File: src/rtl/mem_arbiter.sv
// -----------------------------------------------------------------------------
// mem_arbiter
//
// Shares the single main-memory port between the i_cache and the d_cache.
// Cache-line refills are issued as BURST_LEN back-to-back word beats starting
// at the line-aligned address; each returned word is forwarded to the winning
// cache with a one-cycle valid pulse, and the final beat also pulses done.
// A d_cache write is a single word beat that only pulses o_dc_done.
// When both caches request in the same cycle, the one that did not win the
// previous arbitration is granted (two-way round robin).
//
// Ports
//   i_clk, i_rst_n         clock (rising edge), asynchronous active-low reset
//   i_ic_req, i_ic_addr    i_cache refill request and miss address
//   o_ic_data              refill word returned to the i_cache
//   o_ic_valid, o_ic_done  per-beat valid pulse, last-beat done pulse
//   i_dc_req, i_dc_we      d_cache request; we=1 single-word write, we=0 refill
//   i_dc_addr, i_dc_wdata  d_cache address and write data
//   o_dc_data              refill word returned to the d_cache
//   o_dc_valid, o_dc_done  per-beat valid pulse, transaction-complete pulse
//   o_mem_req, o_mem_we    memory beat request / write enable
//   o_mem_addr, o_mem_wdata memory word address / write data
//   i_mem_ack, i_mem_rdata beat complete this cycle, with read data
//
// Every output comes straight from a flop.
// -----------------------------------------------------------------------------
module mem_arbiter #(
    parameter int XLEN      = 32,
    parameter int BURST_LEN = 4
) (
    input  logic            i_clk,
    input  logic            i_rst_n,
    input  logic            i_ic_req,
    input  logic [XLEN-1:0] i_ic_addr,
    output logic [XLEN-1:0] o_ic_data,
    output logic            o_ic_valid,
    output logic            o_ic_done,
    input  logic            i_dc_req,
    input  logic            i_dc_we,
    input  logic [XLEN-1:0] i_dc_addr,
    input  logic [XLEN-1:0] i_dc_wdata,
    output logic [XLEN-1:0] o_dc_data,
    output logic            o_dc_valid,
    output logic            o_dc_done,
    output logic            o_mem_req,
    output logic            o_mem_we,
    output logic [XLEN-1:0] o_mem_addr,
    output logic [XLEN-1:0] o_mem_wdata,
    input  logic            i_mem_ack,
    input  logic [XLEN-1:0] i_mem_rdata
);

    localparam int BEAT_W = (BURST_LEN > 1) ? $clog2(BURST_LEN) : 1;
    localparam logic [BEAT_W-1:0] LAST_BEAT = BEAT_W'(BURST_LEN - 1);
    localparam logic [BEAT_W-1:0] BEAT_ONE  = BEAT_W'(1);
    // Clears the byte offset within a line (refills) or within a word (writes).
    localparam logic [XLEN-1:0] LINE_MASK = ~(XLEN'(BURST_LEN * 4 - 1));
    localparam logic [XLEN-1:0] WORD_MASK = ~(XLEN'(3));
    localparam logic [XLEN-1:0] WORD_STEP = XLEN'(4);

    typedef enum logic {
        S_IDLE,
        S_BUSY
    } state_t;

    typedef enum logic {
        GNT_IC,
        GNT_DC
    } grant_t;

    // Registered state and outputs
    state_t            state_q;
    grant_t            grant_q;
    grant_t            last_grant_q;
    logic [BEAT_W-1:0] beat_q;
    logic              mem_req_q;
    logic              mem_we_q;
    logic [XLEN-1:0]   mem_addr_q;
    logic [XLEN-1:0]   mem_wdata_q;
    logic [XLEN-1:0]   ic_data_q;
    logic              ic_valid_q;
    logic              ic_done_q;
    logic [XLEN-1:0]   dc_data_q;
    logic              dc_valid_q;
    logic              dc_done_q;

    // Next-state values
    state_t            state_n;
    grant_t            grant_n;
    grant_t            last_grant_n;
    logic [BEAT_W-1:0] beat_n;
    logic              mem_req_n;
    logic              mem_we_n;
    logic [XLEN-1:0]   mem_addr_n;
    logic [XLEN-1:0]   mem_wdata_n;
    logic [XLEN-1:0]   ic_data_n;
    logic              ic_valid_n;
    logic              ic_done_n;
    logic [XLEN-1:0]   dc_data_n;
    logic              dc_valid_n;
    logic              dc_done_n;

    grant_t            winner;
    logic [XLEN-1:0]   next_beat_addr;

    // Advance the word offset while keeping the line bits fixed, so a carry
    // out of the offset field can never move the burst into the next line.
    assign next_beat_addr = (mem_addr_q & LINE_MASK)
                          | ((mem_addr_q + WORD_STEP) & ~LINE_MASK);

    // Round robin: on a tie the requester that lost last time wins.
    always_comb begin
        winner = GNT_IC;
        if (i_ic_req && i_dc_req) begin
            winner = (last_grant_q == GNT_IC) ? GNT_DC : GNT_IC;
        end else if (i_dc_req) begin
            winner = GNT_DC;
        end
    end

    // NOTE: combinational logic uses blocking '=' and assigns every output a
    // default at the top, so no path leaves a signal unassigned (no latch).
    always_comb begin
        state_n      = state_q;
        grant_n      = grant_q;
        last_grant_n = last_grant_q;
        beat_n       = beat_q;
        mem_req_n    = mem_req_q;
        mem_we_n     = mem_we_q;
        mem_addr_n   = mem_addr_q;
        mem_wdata_n  = mem_wdata_q;
        ic_data_n    = ic_data_q;
        dc_data_n    = dc_data_q;
        // Valid and done are single-cycle pulses.
        ic_valid_n   = 1'b0;
        ic_done_n    = 1'b0;
        dc_valid_n   = 1'b0;
        dc_done_n    = 1'b0;

        case (state_q)
            S_IDLE: begin
                // Acks arriving here are ignored: no beat is outstanding.
                if (i_ic_req || i_dc_req) begin
                    state_n      = S_BUSY;
                    grant_n      = winner;
                    last_grant_n = winner;
                    beat_n       = '0;
                    mem_req_n    = 1'b1;
                    if (winner == GNT_IC) begin
                        mem_we_n   = 1'b0;
                        mem_addr_n = i_ic_addr & LINE_MASK;
                    end else if (i_dc_we) begin
                        mem_we_n    = 1'b1;
                        mem_addr_n  = i_dc_addr & WORD_MASK;
                        mem_wdata_n = i_dc_wdata;
                    end else begin
                        mem_we_n   = 1'b0;
                        mem_addr_n = i_dc_addr & LINE_MASK;
                    end
                end
            end

            S_BUSY: begin
                // Request, address and write data stay put until the ack.
                if (i_mem_ack) begin
                    if (mem_we_q) begin
                        // Single-word write: completion only, no data beat.
                        dc_done_n = 1'b1;
                        mem_req_n = 1'b0;
                        mem_we_n  = 1'b0;
                        state_n   = S_IDLE;
                    end else begin
                        if (grant_q == GNT_IC) begin
                            ic_data_n  = i_mem_rdata;
                            ic_valid_n = 1'b1;
                        end else begin
                            dc_data_n  = i_mem_rdata;
                            dc_valid_n = 1'b1;
                        end

                        if (beat_q == LAST_BEAT) begin
                            ic_done_n = (grant_q == GNT_IC);
                            dc_done_n = (grant_q == GNT_DC);
                            mem_req_n = 1'b0;
                            state_n   = S_IDLE;
                        end else begin
                            // Request stays high: the next beat follows
                            // with no idle cycle in between.
                            beat_n     = beat_q + BEAT_ONE;
                            mem_addr_n = next_beat_addr;
                        end
                    end
                end
            end

            default: begin
                state_n   = S_IDLE;
                mem_req_n = 1'b0;
                mem_we_n  = 1'b0;
            end
        endcase
    end

    // NOTE: state registers use non-blocking '<=' so every flop samples the
    // values from before this edge, independent of statement order.
    always_ff @(posedge i_clk or negedge i_rst_n) begin
        if (!i_rst_n) begin
            state_q      <= S_IDLE;
            grant_q      <= GNT_IC;
            // Starting from DC makes the first contested grant go to the IC.
            last_grant_q <= GNT_DC;
            beat_q       <= '0;
            mem_req_q    <= 1'b0;
            mem_we_q     <= 1'b0;
            mem_addr_q   <= '0;
            mem_wdata_q  <= '0;
            ic_data_q    <= '0;
            ic_valid_q   <= 1'b0;
            ic_done_q    <= 1'b0;
            dc_data_q    <= '0;
            dc_valid_q   <= 1'b0;
            dc_done_q    <= 1'b0;
        end else begin
            state_q      <= state_n;
            grant_q      <= grant_n;
            last_grant_q <= last_grant_n;
            beat_q       <= beat_n;
            mem_req_q    <= mem_req_n;
            mem_we_q     <= mem_we_n;
            mem_addr_q   <= mem_addr_n;
            mem_wdata_q  <= mem_wdata_n;
            ic_data_q    <= ic_data_n;
            ic_valid_q   <= ic_valid_n;
            ic_done_q    <= ic_done_n;
            dc_data_q    <= dc_data_n;
            dc_valid_q   <= dc_valid_n;
            dc_done_q    <= dc_done_n;
        end
    end

    assign o_ic_data   = ic_data_q;
    assign o_ic_valid  = ic_valid_q;
    assign o_ic_done   = ic_done_q;
    assign o_dc_data   = dc_data_q;
    assign o_dc_valid  = dc_valid_q;
    assign o_dc_done   = dc_done_q;
    assign o_mem_req   = mem_req_q;
    assign o_mem_we    = mem_we_q;
    assign o_mem_addr  = mem_addr_q;
    assign o_mem_wdata = mem_wdata_q;

endmodule

File: config.mk
export PLATFORM = sky130hd
export DESIGN_NAME = mem_arbiter
export DESIGN_NICKNAME = d
export VERILOG_FILES = /design/src/rtl/mem_arbiter.sv
export SDC_FILE = /design/constraint.sdc
export NUM_CORES = 1
export LEC_CHECK = 0
export CAP_MARGIN = 20
export CELL_PAD_IN_SITES_DETAIL_PLACEMENT = 1
export CELL_PAD_IN_SITES_GLOBAL_PLACEMENT = 2
export CORE_MARGIN = 1
export CORE_UTILIZATION = 25
export CTS_BUF_LIST = sky130_fd_sc_hd__clkbuf_4
export DETAILED_ROUTE_END_ITERATION = 6
export GPL_ROUTABILITY_DRIVEN = 0
export PLACE_DENSITY = 0.91
export SETUP_SLACK_MARGIN = 0.15
export SLEW_MARGIN = 25
export SYNTH_ARGS = -nofsm -noshare
export SYNTH_HDL_FRONTEND = slang
export SYNTH_SLANG_ARGS = --single-unit
File: constraint.sdc
create_clock -name i_clk -period 1.9 [get_ports i_clk]
set_input_delay 0.285 -clock i_clk [delete_from_list [all_inputs] [get_ports i_clk]]
set_output_delay 0.285 -clock i_clk [all_outputs]
set_load 0.05 [all_outputs]
# Word-level counts from Yosys, hierarchy flattened
# Cells that the tools add are included.
# totals
regBits	139
inputBits	134
word_cells	81
# classes
n_addsub	2
eq_ne	6
mux	46
bitwise_logic	4
reduce_logical	9
# ops
cell	count
$mux 32	5
$pmux 32 s2	1
$or 32x4->32	1
$mux 1	31
$reduce_and 4->1	4
$mux 2	4
$ne 2x2->1 const B	4
$pmux 1 s2	3
$add 4x3->4 const B	1
$mux 4	1
$pmux 2 s2	1
$reduce_and 2->1	2
$ne 3x1->1 const B	1
$not 1->1	3
$reduce_and 3->1	1
$add 2x1->2 const B	1
$eq 2x2->1 const B	1
$logic_and 1x1->1	1
$logic_or 1x1->1	1

# Logic depth before layout (Yosys ltp)
# logic_depth
ltp_word	6
ltp_mapped	5

# Least setup slack after synthesis
# No wires, ideal clock.
# synth_timing
path_type	flip-flop to flip-flop
from	register mem_we_q (netlist: o_mem_we)
to	register ic_data_q[10] (netlist: o_ic_data[10])
arrival_ns	1.642
path_slack_ns	0.133
path_stages_with_launch	5
synth_period_minus_slack_ns	1.767
path_cell_list	dfrtp_1 -> buf_2 -> nor3_4 -> buf_6 -> mux2_2
# synth_via
elab_chain_len	2
# synth_lines
element	line_no	text
start: declaration	77	logic mem_we_q;
start signal: assignment	229	mem_we_q <= mem_we_n;
$not 1->1 (no source line)	--	
$reduce_and 4->1 (no source line)	--	
end signal: assignment	232	ic_data_q <= ic_data_n;
end: declaration	80	logic [XLEN-1:0] ic_data_q;
# No other way between the ends.
# A chain may end at the register's enable or synchronous reset.

# Worst setup path after layout
# layout_timing
from	register mem_addr_q[26] (netlist: o_mem_addr[26])
to	output port o_mem_addr[26]
# layout_lines
element	line_no	text
start: declaration	78	logic [XLEN-1:0] mem_addr_q;
start signal: assignment	230	mem_addr_q <= mem_addr_n;
end: declaration	47	output logic [XLEN-1:0] o_mem_addr,
# No word-level cell between the ends.

==> run_results.csv <==
group,metric,value,unit
setup_path,worstPathRequired,1.62,ns
route,dr_total_vias,4134,
clock_network,clk_latency,0.52,ns
floorplanning,initial_utilization,0.258,
route,dr.pass1.iters,4,
power,power_density,2000,nW/um^2
finish,n_fill_cell,2239,
floorplanning,die-area,22500,sq um
floorplanning,coreArea,21200,sq um
setup_path,r2r_setup_slack,0.32,ns
clock_network,max-clock-path-buffers,2,
finish,multi_input_area,1880,sq um
timing,setup_tns,0,ns
timing,period_share,0.875,
finish,final_nets,793,
finish,synthToLayoutAreaGrowth,60.2,%
route,drt.antenna.violating_nets,0,
yosys,ys_seq_area_frac,0.626,
setup_path,cpPeakStageDelay,0.50,ns
global_route,grt_max_degree,60,
clock_network,cts_tree,"built",
setup_path,critPathBufInv,1,
timing,min_period,1.66,ns
setup_path,rr_startpoint,"state_q",
floorplanning,num_rows,53,
clock_network,numCtsBuffers,17,
power,vdd_drop_max,0.865,mV
setup_path,cp.arrival,1.38,ns
route,post_drt_wl_per_cell,17.0,um
floorplanning,die_w,150,um
route,via_per_inst,4.37,
route,drt-initial-drc-count,87,
yosys,netlist_area,5480,sq um
yosys,async_reset_ff_frac,1.00,
route,wl,16.1,mm
timing,fin_skew,0.0222,ns
yosys,synth_top_area_share,0.621,
yosys,yosys.area.top_type,"dfrtp_1",
finish,post-route-util,0.413,
yosys,ys_warn_count,0,
yosys,yosysUniqueCellTypes,32,
timing,setup_viol,0,
setup_path,slowest_stage,"clkdlybuf4s15_1",
global_route,antenna_found_initial,1,
placed_design,port_buffers,259,
yosys,ys_top_cells_by_area,"dfrtp_1, mux2_2, mux2i_1",
placed_design,hpwl,12.1,mm
timing,rsz0062_at_grt,"false",
setup_path,crit_path_start_kind,"register",
timing,hold_viol_final,0,
global_route,grt_pass1_vias,4554,
clock_network,ctsHtreeMaxLevel,4,
setup_path,reg2regPathDepth,4,
placed_design,place_inst,913,
setup_path,reg2reg_to,"o_ic_data[21]",
placed_design,dpl_cell_area,8480,sq um
hold_path,hp-class,"input pin to asynchronous set/reset pin",
yosys,syn_area_per_cell,14.3,sq um
setup_path,crit_type,"register to primary output",
setup_path,cp_max_fo,2,
yosys,synth-seq-cells,137,
finish,final_cell_area,8770,sq um
floorplanning,die_h,150,um
setup_path,cp_cell_sequence,"clkdlybuf4s15_1",
global_route,overflow,0,
route,drc,0,
setup_path,cp_num_cells,1,
yosys,synth-edff-count,0,
setup_path,crit_path_end_kind,"primary output",
run_status,status,"finished clean",
clock_network,cts_root_buffer,"clkbuf_4",
floorplanning,boundaryPins,268,
setup_path,path_delay_family,"buffers and inverters",
job,drv.max_cap_violation_count,0,
clock_network,clk_pin_slew,0.13,ns
finish,drive_gt1_frac,0.408,
global_route,grtUsageTotal,0.146,
global_route,grt_pass1_wl,24.9,mm
yosys,synthCells,383,
finish,regArea,3430,sq um
finish,finalNonFillerCells,947,
clock_network,cts.sinks,137,
yosys,ys.flop_type,"dfrtp_1",
power,power_leakage,3.83,nW
timing,max_freq,0.601,GHz
timing,report.final.slew_viol_count,0,
-- Yosys cell counts, drive strengths merged (3+ instances only) --
cell    count
nand3       3
nor2        4
mux2i      28
clkbuf      4
o21ai      32
inv         6
buf        17
a21oi       4
nand2      37
mux2       96
dfrtp     136
-- layout by cell type, fill, tap and decap left out, types with 4 or more instances in the layout --
cell	count
buf_12	8
mux2_1	8
a21oi_1	4
nand2_1	35
buf_4	14
clkbuf_2	33
dfrtp_1	135
nor2_1	4
mux2_2	88
clkdlybuf4s15_2	89
clkbuf_4	19
bufinv_16	4
o21ai_0	32
clkinv_4	4
inv_1	6
clkdlybuf4s50_1	126
mux2i_1	28
-- repair_timing --
item / 4_1_cts / 5_1_grt
endpoints found under the hold margin: 101 / 0
hold buffers: 1 / 0
pin swaps: 0 / 0
endpoints found under the setup margin: 126 / 34
buffers inserted: 0 / 0
resized for setup: 338 / 35
-- final cells by class --
| cell class | instances | area share |
|---|---|---|
| Clock inverter | 13 | 0.0222 |
| Multi-Input combinational cell | 220 | 0.214 |
| Antenna cell | 1 | 0.000285 |
| Tap cell | 275 | 0.0392 |
| Clock buffer | 19 | 0.0163 |
| Sequential cell | 137 | 0.391 |
| Timing Repair Buffer | 276 | 0.314 |
| Inverter | 6 | 0.00257 |
-- where the power goes --
| group | internal, W | switching, W | total [W] | leakage [nW] |
|---|---|---|---|---|
| Clock | 0.00109 | 0.00115 | 0.00225 | 0.175 |
| Combinational | 0.00325 | 0.00681 | 0.0101 | 2.01 |
| Sequential | 0.00435 | 0.000856 | 0.00521 | 1.65 |
| Total | 0.00869 | 0.00882 | 0.0175 | 3.83 |
-- per-stage QoR --
stage,setup WS [ns],total power (W),hold WS [ns]
floorplan,0.222,0.0120,-0.0106
global placement,0.101,0.0157,0.223
detailed placement,0.0472,0.0161,0.231
CTS,0.0599,0.0179,0.171
global route,0.154,0.0184,0.222
finish,0.237,0.0175,0.252
-- logic make-up after synthesis --
kind of cell	Yosys count	synth area share
flip-flops	137	0.626
multiplexers	124	0.249
AND/OR/NAND/NOR	48	0.0411
AO/OA/AOI/OAI	45	0.0482
buffers and inverters	27	0.0329
adder cells (fa/ha/maj)	1	0.00228
other	1	0.000685
-- sequential cells by signal, summed over array words and instances, names as in the netlist, 2 cells and up --
| signal | count |
|---|---|
| beat_q | 2 |
| o_dc_data | 32 |
| o_ic_data | 32 |
| o_mem_addr | 30 |
| o_mem_wdata | 32 |
-- metal layers --
metal  GRT usage  wire [um]
met1       0.168       6520
met2       0.248       7940
met3      0.0573       1490
met4      0.0455        156
met5           0          0
-- how the worst max path moves through the flow --
stage	startpoint	to	slack (ns)
5_1_grt	o_ic_data[17]	o_ic_data[17]	0.15
6_report	o_mem_addr[26]	o_mem_addr[26]	0.24
3_5_place_dp	i_mem_ack	o_ic_data[4]	0.05
3_3_place_gp	i_mem_ack	o_ic_data[20]	0.10
4_1_cts	o_mem_addr[29]	o_mem_addr[29]	0.06
2_1_floorplan	o_mem_we	o_ic_data[10]	0.22
No activity file was read; power rests on OpenSTA's default activity.
